[src/rtl/ws2812_rx_if.sv]
// Decoded-pixel output bundle of the WS2812 line receiver.
// The decoder drives the master side; the consumer listens on the slave side.
interface ws2812_rx_if;
    logic [23:0] pixel_data;
    logic        pixel_valid;
    logic [7:0]  pixel_idx;
    logic        frame_done;
    logic        frame_err;

    modport master (
        output pixel_data, pixel_valid, pixel_idx, frame_done, frame_err
    );

    modport slave (
        input  pixel_data, pixel_valid, pixel_idx, frame_done, frame_err
    );
endinterface

[src/rtl/ws2812_rx.sv]
// WS2812 single-wire decoder: classifies high-pulse widths into bits, builds GRB words, flags frames.
// Optional macro WS2812_RX_FWD_EN turns dout into a chained-LED style forwarded data line.
module ws2812_rx #(
    parameter int CLK_FREQ   = 10_000_000,
    parameter int BIT_THRESH = 6,
    parameter int MIN_HIGH   = 2,
    parameter int MAX_HIGH   = 12,
    parameter int RES        = 500
) (
    input  logic        clk,
    input  logic        rst_n,
    input  logic        din,
    output logic        dout,
    ws2812_rx_if.master px
);

    localparam int CW = (RES > 2) ? $clog2(RES) : 1;
    localparam int HW = $clog2(MAX_HIGH + 1);
    localparam logic [CW-1:0] RES_LAST   = CW'(RES - 1);
    localparam logic [HW-1:0] HIGH_MAX   = HW'(MAX_HIGH);
    localparam logic [HW-1:0] HIGH_MIN   = HW'(MIN_HIGH);
    localparam logic [HW-1:0] HIGH_THR   = HW'(BIT_THRESH);

    if (CLK_FREQ <= 0 || MIN_HIGH < 1 || BIT_THRESH <= MIN_HIGH ||
        MAX_HIGH < BIT_THRESH || RES < 2) begin : g_bad_cfg
        $error("ws2812_rx: inconsistent timing parameters");
    end

    typedef enum logic [1:0] {
        WAIT_RES,
        IDLE,
        HIGH,
        LOW
    } state_t;

    logic [1:0]    sync_reg;
    logic          din_s;

    state_t        state_reg,       state_next;
    logic [CW-1:0] low_cnt_reg,     low_cnt_next;
    logic [HW-1:0] high_cnt_reg,    high_cnt_next;
    logic [4:0]    bit_cnt_reg,     bit_cnt_next;
    logic [23:0]   shift_reg,       shift_next;
    logic [23:0]   pixel_data_reg,  pixel_data_next;
    logic          pixel_valid_reg, pixel_valid_next;
    logic [7:0]    pixel_idx_reg,   pixel_idx_next;
    logic          frame_done_reg,  frame_done_next;
    logic          frame_err_reg,   frame_err_next;
    logic          bit_val;

    assign din_s = sync_reg[1];

    always_ff @(posedge clk) begin
        if (!rst_n) begin
            sync_reg        <= '0;
            state_reg       <= WAIT_RES;
            low_cnt_reg     <= '0;
            high_cnt_reg    <= '0;
            bit_cnt_reg     <= '0;
            shift_reg       <= '0;
            pixel_data_reg  <= '0;
            pixel_valid_reg <= 1'b0;
            pixel_idx_reg   <= '0;
            frame_done_reg  <= 1'b0;
            frame_err_reg   <= 1'b0;
        end else begin
            sync_reg        <= {sync_reg[0], din};
            state_reg       <= state_next;
            low_cnt_reg     <= low_cnt_next;
            high_cnt_reg    <= high_cnt_next;
            bit_cnt_reg     <= bit_cnt_next;
            shift_reg       <= shift_next;
            pixel_data_reg  <= pixel_data_next;
            pixel_valid_reg <= pixel_valid_next;
            pixel_idx_reg   <= pixel_idx_next;
            frame_done_reg  <= frame_done_next;
            frame_err_reg   <= frame_err_next;
        end
    end

    always_comb begin
        state_next       = state_reg;
        low_cnt_next     = low_cnt_reg;
        high_cnt_next    = high_cnt_reg;
        bit_cnt_next     = bit_cnt_reg;
        shift_next       = shift_reg;
        pixel_data_next  = pixel_data_reg;
        pixel_valid_next = 1'b0;
        frame_done_next  = 1'b0;
        frame_err_next   = 1'b0;
        bit_val          = (high_cnt_reg >= HIGH_THR);
        // The index advances the cycle after a word strobe so the strobe carries its own index.
        pixel_idx_next   = (pixel_valid_reg && pixel_idx_reg != 8'hFF) ? pixel_idx_reg + 8'd1
                                                                        : pixel_idx_reg;

        unique case (state_reg)
            WAIT_RES: begin
                if (din_s) begin
                    low_cnt_next = '0;
                end else if (low_cnt_reg == RES_LAST) begin
                    low_cnt_next = '0;
                    state_next   = IDLE;
                end else begin
                    low_cnt_next = low_cnt_reg + 1'b1;
                end
            end

            IDLE: begin
                if (din_s) begin
                    high_cnt_next = HW'(1);
                    state_next    = HIGH;
                end
            end

            HIGH: begin
                if (din_s) begin
                    // Overlong pulse is flagged as soon as it passes the limit, not at its end.
                    if (high_cnt_reg == HIGH_MAX) begin
                        frame_err_next = 1'b1;
                        bit_cnt_next   = '0;
                        pixel_idx_next = '0;
                        low_cnt_next   = '0;
                        state_next     = WAIT_RES;
                    end else begin
                        high_cnt_next = high_cnt_reg + 1'b1;
                    end
                end else if (high_cnt_reg < HIGH_MIN) begin
                    frame_err_next = 1'b1;
                    bit_cnt_next   = '0;
                    pixel_idx_next = '0;
                    low_cnt_next   = '0;
                    state_next     = WAIT_RES;
                end else begin
                    shift_next   = {shift_reg[22:0], bit_val};
                    low_cnt_next = CW'(1);
                    state_next   = LOW;
                    if (bit_cnt_reg == 5'd23) begin
                        pixel_data_next  = {shift_reg[22:0], bit_val};
                        pixel_valid_next = 1'b1;
                        bit_cnt_next     = '0;
                    end else begin
                        bit_cnt_next = bit_cnt_reg + 5'd1;
                    end
                end
            end

            LOW: begin
                if (din_s) begin
                    high_cnt_next = HW'(1);
                    state_next    = HIGH;
                end else if (low_cnt_reg == RES_LAST) begin
                    // Latch gap: a partial word makes the whole frame malformed.
                    frame_done_next = (bit_cnt_reg == 5'd0);
                    frame_err_next  = (bit_cnt_reg != 5'd0);
                    bit_cnt_next    = '0;
                    pixel_idx_next  = '0;
                    low_cnt_next    = '0;
                    state_next      = IDLE;
                end else begin
                    low_cnt_next = low_cnt_reg + 1'b1;
                end
            end

            default: state_next = WAIT_RES;
        endcase
    end

    assign px.pixel_data  = pixel_data_reg;
    assign px.pixel_valid = pixel_valid_reg;
    assign px.pixel_idx   = pixel_idx_reg;
    assign px.frame_done  = frame_done_reg;
    assign px.frame_err   = frame_err_reg;

`ifdef WS2812_RX_FWD_EN
    logic fwd_active_reg;
    logic dout_reg;

    // Word 0 is consumed locally; everything after it is passed down the chain.
    always_ff @(posedge clk) begin
        if (!rst_n) begin
            fwd_active_reg <= 1'b0;
            dout_reg       <= 1'b0;
        end else begin
            if (frame_done_reg || frame_err_reg) begin
                fwd_active_reg <= 1'b0;
            end else if (pixel_valid_reg) begin
                fwd_active_reg <= 1'b1;
            end
            dout_reg <= din_s & fwd_active_reg;
        end
    end

    assign dout = dout_reg;
`else
    assign dout = 1'b0;
`endif

endmodule

[src/flat_wrapper.sv]
// flat-port wrapper written by rule: the top's interface ports become plain ports
module ws2812_rx_flat 
#(
    parameter int CLK_FREQ   = 10_000_000,
    parameter int BIT_THRESH = 6,
    parameter int MIN_HIGH   = 2,
    parameter int MAX_HIGH   = 12,
    parameter int RES        = 500
)
  (clk, rst_n, din, dout, px_pixel_data, px_pixel_valid, px_pixel_idx, px_frame_done, px_frame_err);
  ws2812_rx_if px_i ();
  input  logic clk;
  input  logic rst_n;
  input  logic din;
  output logic dout;
  output wire logic [$bits(px_i.pixel_data)-1:0] px_pixel_data;
  output wire logic [$bits(px_i.pixel_valid)-1:0] px_pixel_valid;
  output wire logic [$bits(px_i.pixel_idx)-1:0] px_pixel_idx;
  output wire logic [$bits(px_i.frame_done)-1:0] px_frame_done;
  output wire logic [$bits(px_i.frame_err)-1:0] px_frame_err;
  assign px_pixel_data = px_i.pixel_data;
  assign px_pixel_valid = px_i.pixel_valid;
  assign px_pixel_idx = px_i.pixel_idx;
  assign px_frame_done = px_i.frame_done;
  assign px_frame_err = px_i.frame_err;
  ws2812_rx #(.CLK_FREQ(CLK_FREQ), .BIT_THRESH(BIT_THRESH), .MIN_HIGH(MIN_HIGH), .MAX_HIGH(MAX_HIGH), .RES(RES)) u_core (.clk(clk), .rst_n(rst_n), .din(din), .dout(dout), .px(px_i));
endmodule
[config.mk]
export PLATFORM = sky130hd
export DESIGN_NAME = ws2812_rx_flat
export DESIGN_NICKNAME = d
export VERILOG_FILES = /design/src/rtl/ws2812_rx_if.sv /design/src/rtl/ws2812_rx.sv /design/src/flat_wrapper.sv
export SDC_FILE = /design/constraint.sdc
export NUM_CORES = 1
export LEC_CHECK = 0
export CORE_ASPECT_RATIO = 1.5
export CORE_MARGIN = 1
export CORE_UTILIZATION = 30
export CTS_CLUSTER_DIAMETER = 200
export CTS_CLUSTER_SIZE = 16
export DETAILED_ROUTE_END_ITERATION = 8
export GPL_ROUTABILITY_DRIVEN = 0
export PLACE_DENSITY = 0.55
export SKIP_LAST_GASP = 1
export SLEW_MARGIN = 40
export SYNTH_ARGS = -nofsm -noshare
export SYNTH_HDL_FRONTEND = slang
export SYNTH_SLANG_ARGS = --single-unit
[constraint.sdc]
create_clock -name clk -period 3.9 [get_ports clk]
set_input_delay 0.585 -clock clk [delete_from_list [all_inputs] [get_ports clk]]
set_output_delay 0.585 -clock clk [all_outputs]
set_load 0.02 [all_outputs]
* Word-level counts from Yosys, hierarchy flattened
Index checks and enable logic that the tools add are counted.
** Operators by class
- Reduce and logical (&&, ||, !) cells :: 16
- Order comparisons :: 2
- Equality and inequality tests :: 15
- Multiplexer cells :: 40
- Bitwise gates (word level) :: 6
- Add/subtract/negate cells :: 4
** Operators with widths (number)
- $mux 8 :: 6
- $mux 9 :: 5
- $mux 5 :: 6
- $pmux 9 s3 :: 1
- $pmux 8 s2 :: 1
- $mux 2 :: 7
- $mux 4 :: 3
- $reduce_and 4->1 :: 3
- $pmux 5 s2 :: 1
- $add 9x1->9 const B :: 1
- $eq 9x9->1 const B :: 1
- $reduce_and 3->1 :: 3
- $add 8x1->8 const B :: 1
- $ne 2x1->1 const B :: 4
- $ne 8x8->1 const B :: 1
- $pmux 2 s4 :: 1
- $pmux 4 s2 :: 1
- $reduce_or 4->1 :: 2
- $mux 1 :: 7
- $ne 2x2->1 const B :: 3
- $not 1->1 :: 6
- $add 5x1->5 const B :: 1
- $eq 5x5->1 const B :: 1
- $logic_not 5->1 :: 1
- 14 further kinds :: 16
** Storage, ports and cells
- Logic and storage cells :: 94
- Output and inout port bits :: 36
- Bits in registers :: 80
- Input port bits :: 3

* Longest topological paths before layout
- Depth after elaboration :: 6
- Gate-level depth with buffers :: 7
- Gate-level depth less buffers :: 6

* Least setup slack after synthesis
OpenSTA, ideal clock, no wires.
- Path kind :: register -> register
- Start :: reg u_core.pixel_idx_reg[0] (netlist: u_core.px.pixel_idx[0])
- End :: reg u_core.pixel_idx_reg[5] (netlist: u_core.px.pixel_idx[5])
- Library setup time :: 0.086 ns
- Stages on the path, launching flop included :: 6
- Period minus slack after synthesis :: 1.725 ns
- Buffers on the path :: 0
- Required time :: 3.814 ns
- Slack :: 2.175 ns
- Arrival time :: 1.640 ns
- Path through :: dfxtp_1 -> ha_1 -> nand3_1 -> o31ai_2 -> o21ai_0 -> a211oi_1
** On the way
- Longest elaborated chain between the ends :: 6
- Elaborated cells on any way between the ends :: 10
- Classes of those cells :: add/sub (1); eq/ne (1); mux (7); reduce/logical (1)
** Ends and longest elaborated chain
- from (decl) :: line ws2812_rx.sv:46 : logic [7:0] pixel_idx_reg, pixel_idx_next;
- from (signal assigned) :: line ws2812_rx.sv:75 : pixel_idx_reg <= pixel_idx_next;
- parallel branches: the longest is 2 deep, another holds $add 8x1->8
- $mux 8 (*) :: line ws2812_rx.sv:93 : pixel_idx_next = (pixel_valid_reg && pixel_idx_reg != 8'hFF) ? pixel_idx_reg + 8'd1
- $mux 8, on equally long branches :: line ws2812_rx.sv:151, ws2812_rx.sv:118, ws2812_rx.sv:127
- $mux 8, on equally long branches :: line ws2812_rx.sv:148, ws2812_rx.sv:116
- $pmux 8 s2 (*) :: line ws2812_rx.sv:96 : unique case (state_reg)
Every way passes the cells marked *.
A chain may end at the register's enable or synchronous reset.

* Worst setup path in the final report
- Start :: reg u_core.state_reg[1]
- End :: reg u_core.bit_cnt_reg[3]
** On the way
- Longest elaborated chain between the ends :: 3
- Elaborated cells on any way between the ends :: 8
- Classes of those cells :: eq/ne (5); mux (1); reduce/logical (2)
** Ends and longest elaborated chain
- from (decl) :: line ws2812_rx.sv:39 : state_t state_reg, state_next;
- from (signal assigned) :: line ws2812_rx.sv:68 : state_reg <= state_next;
- $eq 2x2->1 :: line ws2812_rx.sv:96
- $ne 3x3->1 (no line), or another cell as far along
- $reduce_and 4->1 (no line)
- to (signal assigned) :: line ws2812_rx.sv:71 : bit_cnt_reg <= bit_cnt_next;
- to (decl) :: line ws2812_rx.sv:42 : logic [4:0] bit_cnt_reg, bit_cnt_next;
Several ways; a longest one is shown, not always the timed one.

==> results.yml <==
run_status:
  outcome: "completed"
route:
  ant_nets: 0
  wl_per_cell_um: 12.8
  first_pass_iters: 4
  drc_errors: 0
  via_count: 2888
  drt_iter0_drc: 147
  wl_um: 7440
  via_per_inst: 4.95
clock_tree:
  postCtsSetupBuffers: 0
  cts.sinks: 80
  clk_latency_ns: 0.33
  cts_buffers: 9
  clockBufferDepth: 2
  path_clk_slew_ns: 0.06
  cts_tree: "yes"
  cts_resized: 0
  ctsHoldBuffers: 0
  cts_max_level: 3
  root_buffer: "clkbuf_16"
pwr:
  p_clk_frac: 0.507
  power_w: 0.00174
  p_int_w: 0.00140
  p_leak_nw: 1.42
  p_sw_w: 0.000338
  swShare: 0.195
  power_frac_seq: 0.477
  power.density_nw_per_um2: 415
  comb_power_share: 0.016
  irDropWorstVdd_mv: 0.210
setup_path:
  startpoint: "u_core.state_reg[1]$_SDFFE_PN0P_"
  cp_slowest_cell: "or4_1"
  max_stage_delay_ns: 0.60
  worstPathArrival_ns: 2.35
  critical_path.top_delay_family: "simple AND/OR/NAND/NOR gates"
  start_kind: "flip-flop"
  critPathBufInv: 0
  path_class: "flip-flop to flip-flop"
  cp_max_fo: 25
  required_ns: 4.15
  r2r-start: "u_core.state_reg[1]$_SDFFE_PN0P_"
  crit_chain: "nor3b_2 > nand2_2 > or4_1 > o22ai_1"
  endpoint_kind: "flip-flop"
placed_design:
  place_area_um2: 3870
  dp_hpwl_um: 4880
  io_buffer_count: 37
timing:
  worst_pin_slew_ns: 0.734
  rsz0062_at_grt: "false"
  maxSlewHeadroom: 0.510
  period_share: 0.537
  fin_worst_hold_slack_ns: 0.433
  fmax_mhz: 478
  maxSlewViolCount: 0
  hold_viol_final: 0
  finalSetupViolCount: 0
  finClkSkew_ns: 0.00586
  tns_ns: 0
  fin_crit_ns: 2.09
cells_and_area:
  layout.nets: 443
  area_growth_pct: 22.4
  largest_register_ffs: 24
  final_area_um2: 4180
  drive_above_1_share: 0.0688
  final_cell_mix: "nand2_1, dfxtp_1, a21oi_1, clkdlybuf4s50_1, nor2_1"
  nFillCells: 1181
  layout_commonest_cell: "nand2_1"
  final_util: 0.378
  antenna_cells: 0
synthesis:
  synth_top_family_by_area: "simple AND/OR/NAND/NOR gates"
  synth_compound_area_frac: 0.177
  yosys.area_share.adder: 0.0257
  synthArstFlopShare: 0
  synth_cells: 406
  synthXorXnorAreaFrac: 0.0205
  synth_edf_count: 0
  ys_ff_latch: 80
  syn-cell-area_um2: 3410
  yosysWarnings: 0
  synth_area_leaders: "dfxtp_1, nand2_1, a21oi_1, ha_1, nor2_1"
  synth_flop_cell: "dfxtp_1"
  postSynthAreaPerCell_um2: 8.41
  synthesis.nets: 416
  synth_top_area_frac: 0.469
  yosysSeqAreaShare: 0.469
  synth_mux_area_frac: 0.0128
  netlist-cell-type-count: 58
  synth_simple_gate_area_frac: 0.249
  yosysTopAreaCell: "dfxtp_1"
global_route:
  grt_use_total: 0.134
  grt_max_degree: 65
  gr-total-overflow: 0
  grt_pass1_wl_um: 12300
  antenna_found_initial: 0
  grt_pass1_vias: 2688
floorplanning:
  coreArea_um2: 11100
  die_x_um: 89.1
  rows: 47
  die_area_um2: 11800
  pin_count: 39
  start_util: 0.309
  die_h_um: 133
flow_run:
  maxCapViolations: 0
hold_path:
  hp-start: "u_core.sync_reg[0]$_SDFF_PN0_"
  holdCritPathClass: "flip-flop to flip-flop"
Yosys cell counts, types with 2 or more instances:
library cell,n
ha_1,7
and4_1,4
nand2b_1,3
and2_1,3
nand3_1,8
or4_1,3
nor2_1,19
and4b_1,3
nor3_1,7
buf_2,10
a21oi_1,53
o21a_1,4
o31ai_1,3
clkbuf_1,8
o21ai_2,2
mux2i_1,3
xor2_1,7
nor2b_1,2
o2111ai_1,2
or3_1,2
a22oi_1,2
buf_4,3
nand2_1,103
a211oi_1,7
nand4_1,3
and3_1,5
o211ai_1,2
o21ai_0,6
inv_1,9
dfxtp_1,80
o22ai_1,2
a21o_1,3
a32oi_1,2
nand3b_1,2
cell families (layout without fill, tap and decap cells):
kind of cell	after synthesis	in the layout
DFF	80	80
muxes	4	4
other	1	1
buffers and inverters	32	62
AOI/OAI and AO/OA	97	97
adders and majority gates	7	7
and+or+nand+nor	177	177
xor gates and xnor gates	8	8
worst register-to-register path: cells and delay by family (launching register included):
kind / cells / cell delay [ns]
simple gates: 3 / 1.29
compound gates: 1 / 0.16
flops: 1 / 0.56
per-layer routing:
metal,routed length (µm),track usage
met5,0,0
met4,184,0.0714
met3,289,0.0405
met2,3710,0.219
met1,3250,0.153
through the flow:
stage / setup WS (ns) / instances
after floorplan: 2.17 / 406
after global placement: 1.26 / 569
after detailed placement: 1.50 / 569
after CTS: 1.80 / 583
after global routing: 1.62 / 583
final: 1.81 / 583
path summary, 6_finish.rpt:
kind / endpoint / depth (start not counted) / slack [ns]
max reg2reg: u_core.bit_cnt_reg[3]$_SDFFE_PN0P_ / 4 / 1.81
min reg2reg: u_core.sync_reg[1]$_SDFF_PN0_ / 1 / 0.43
min: u_core.sync_reg[1]$_SDFF_PN0_ / 1 / 0.43
max: u_core.bit_cnt_reg[3]$_SDFFE_PN0P_ / 4 / 1.81
power by group through the flow:
stage               clock network [W]  logic (W)  registers [W]
floorplan                           0  0.0000246       0.000841
global placement                    0  0.0000280       0.000845
detailed placement                  0  0.0000281       0.000845
CTS                          0.000904  0.0000284       0.000827
global route                 0.000934  0.0000321       0.000828
finish                       0.000881  0.0000278       0.000827
final cells by class:
cell class	instances	area, µm²	share of cell area
Multi-Input combinational cell	294	1670	0.399
Inverter	10	40.0	0.00958
Clock inverter	4	70.1	0.0168
Clock buffer	10	239	0.0572
Tap cell	147	184	0.0440
Sequential cell	80	1600	0.383
Timing Repair Buffer	38	378	0.0904
(Power assumes the default switching activity.)
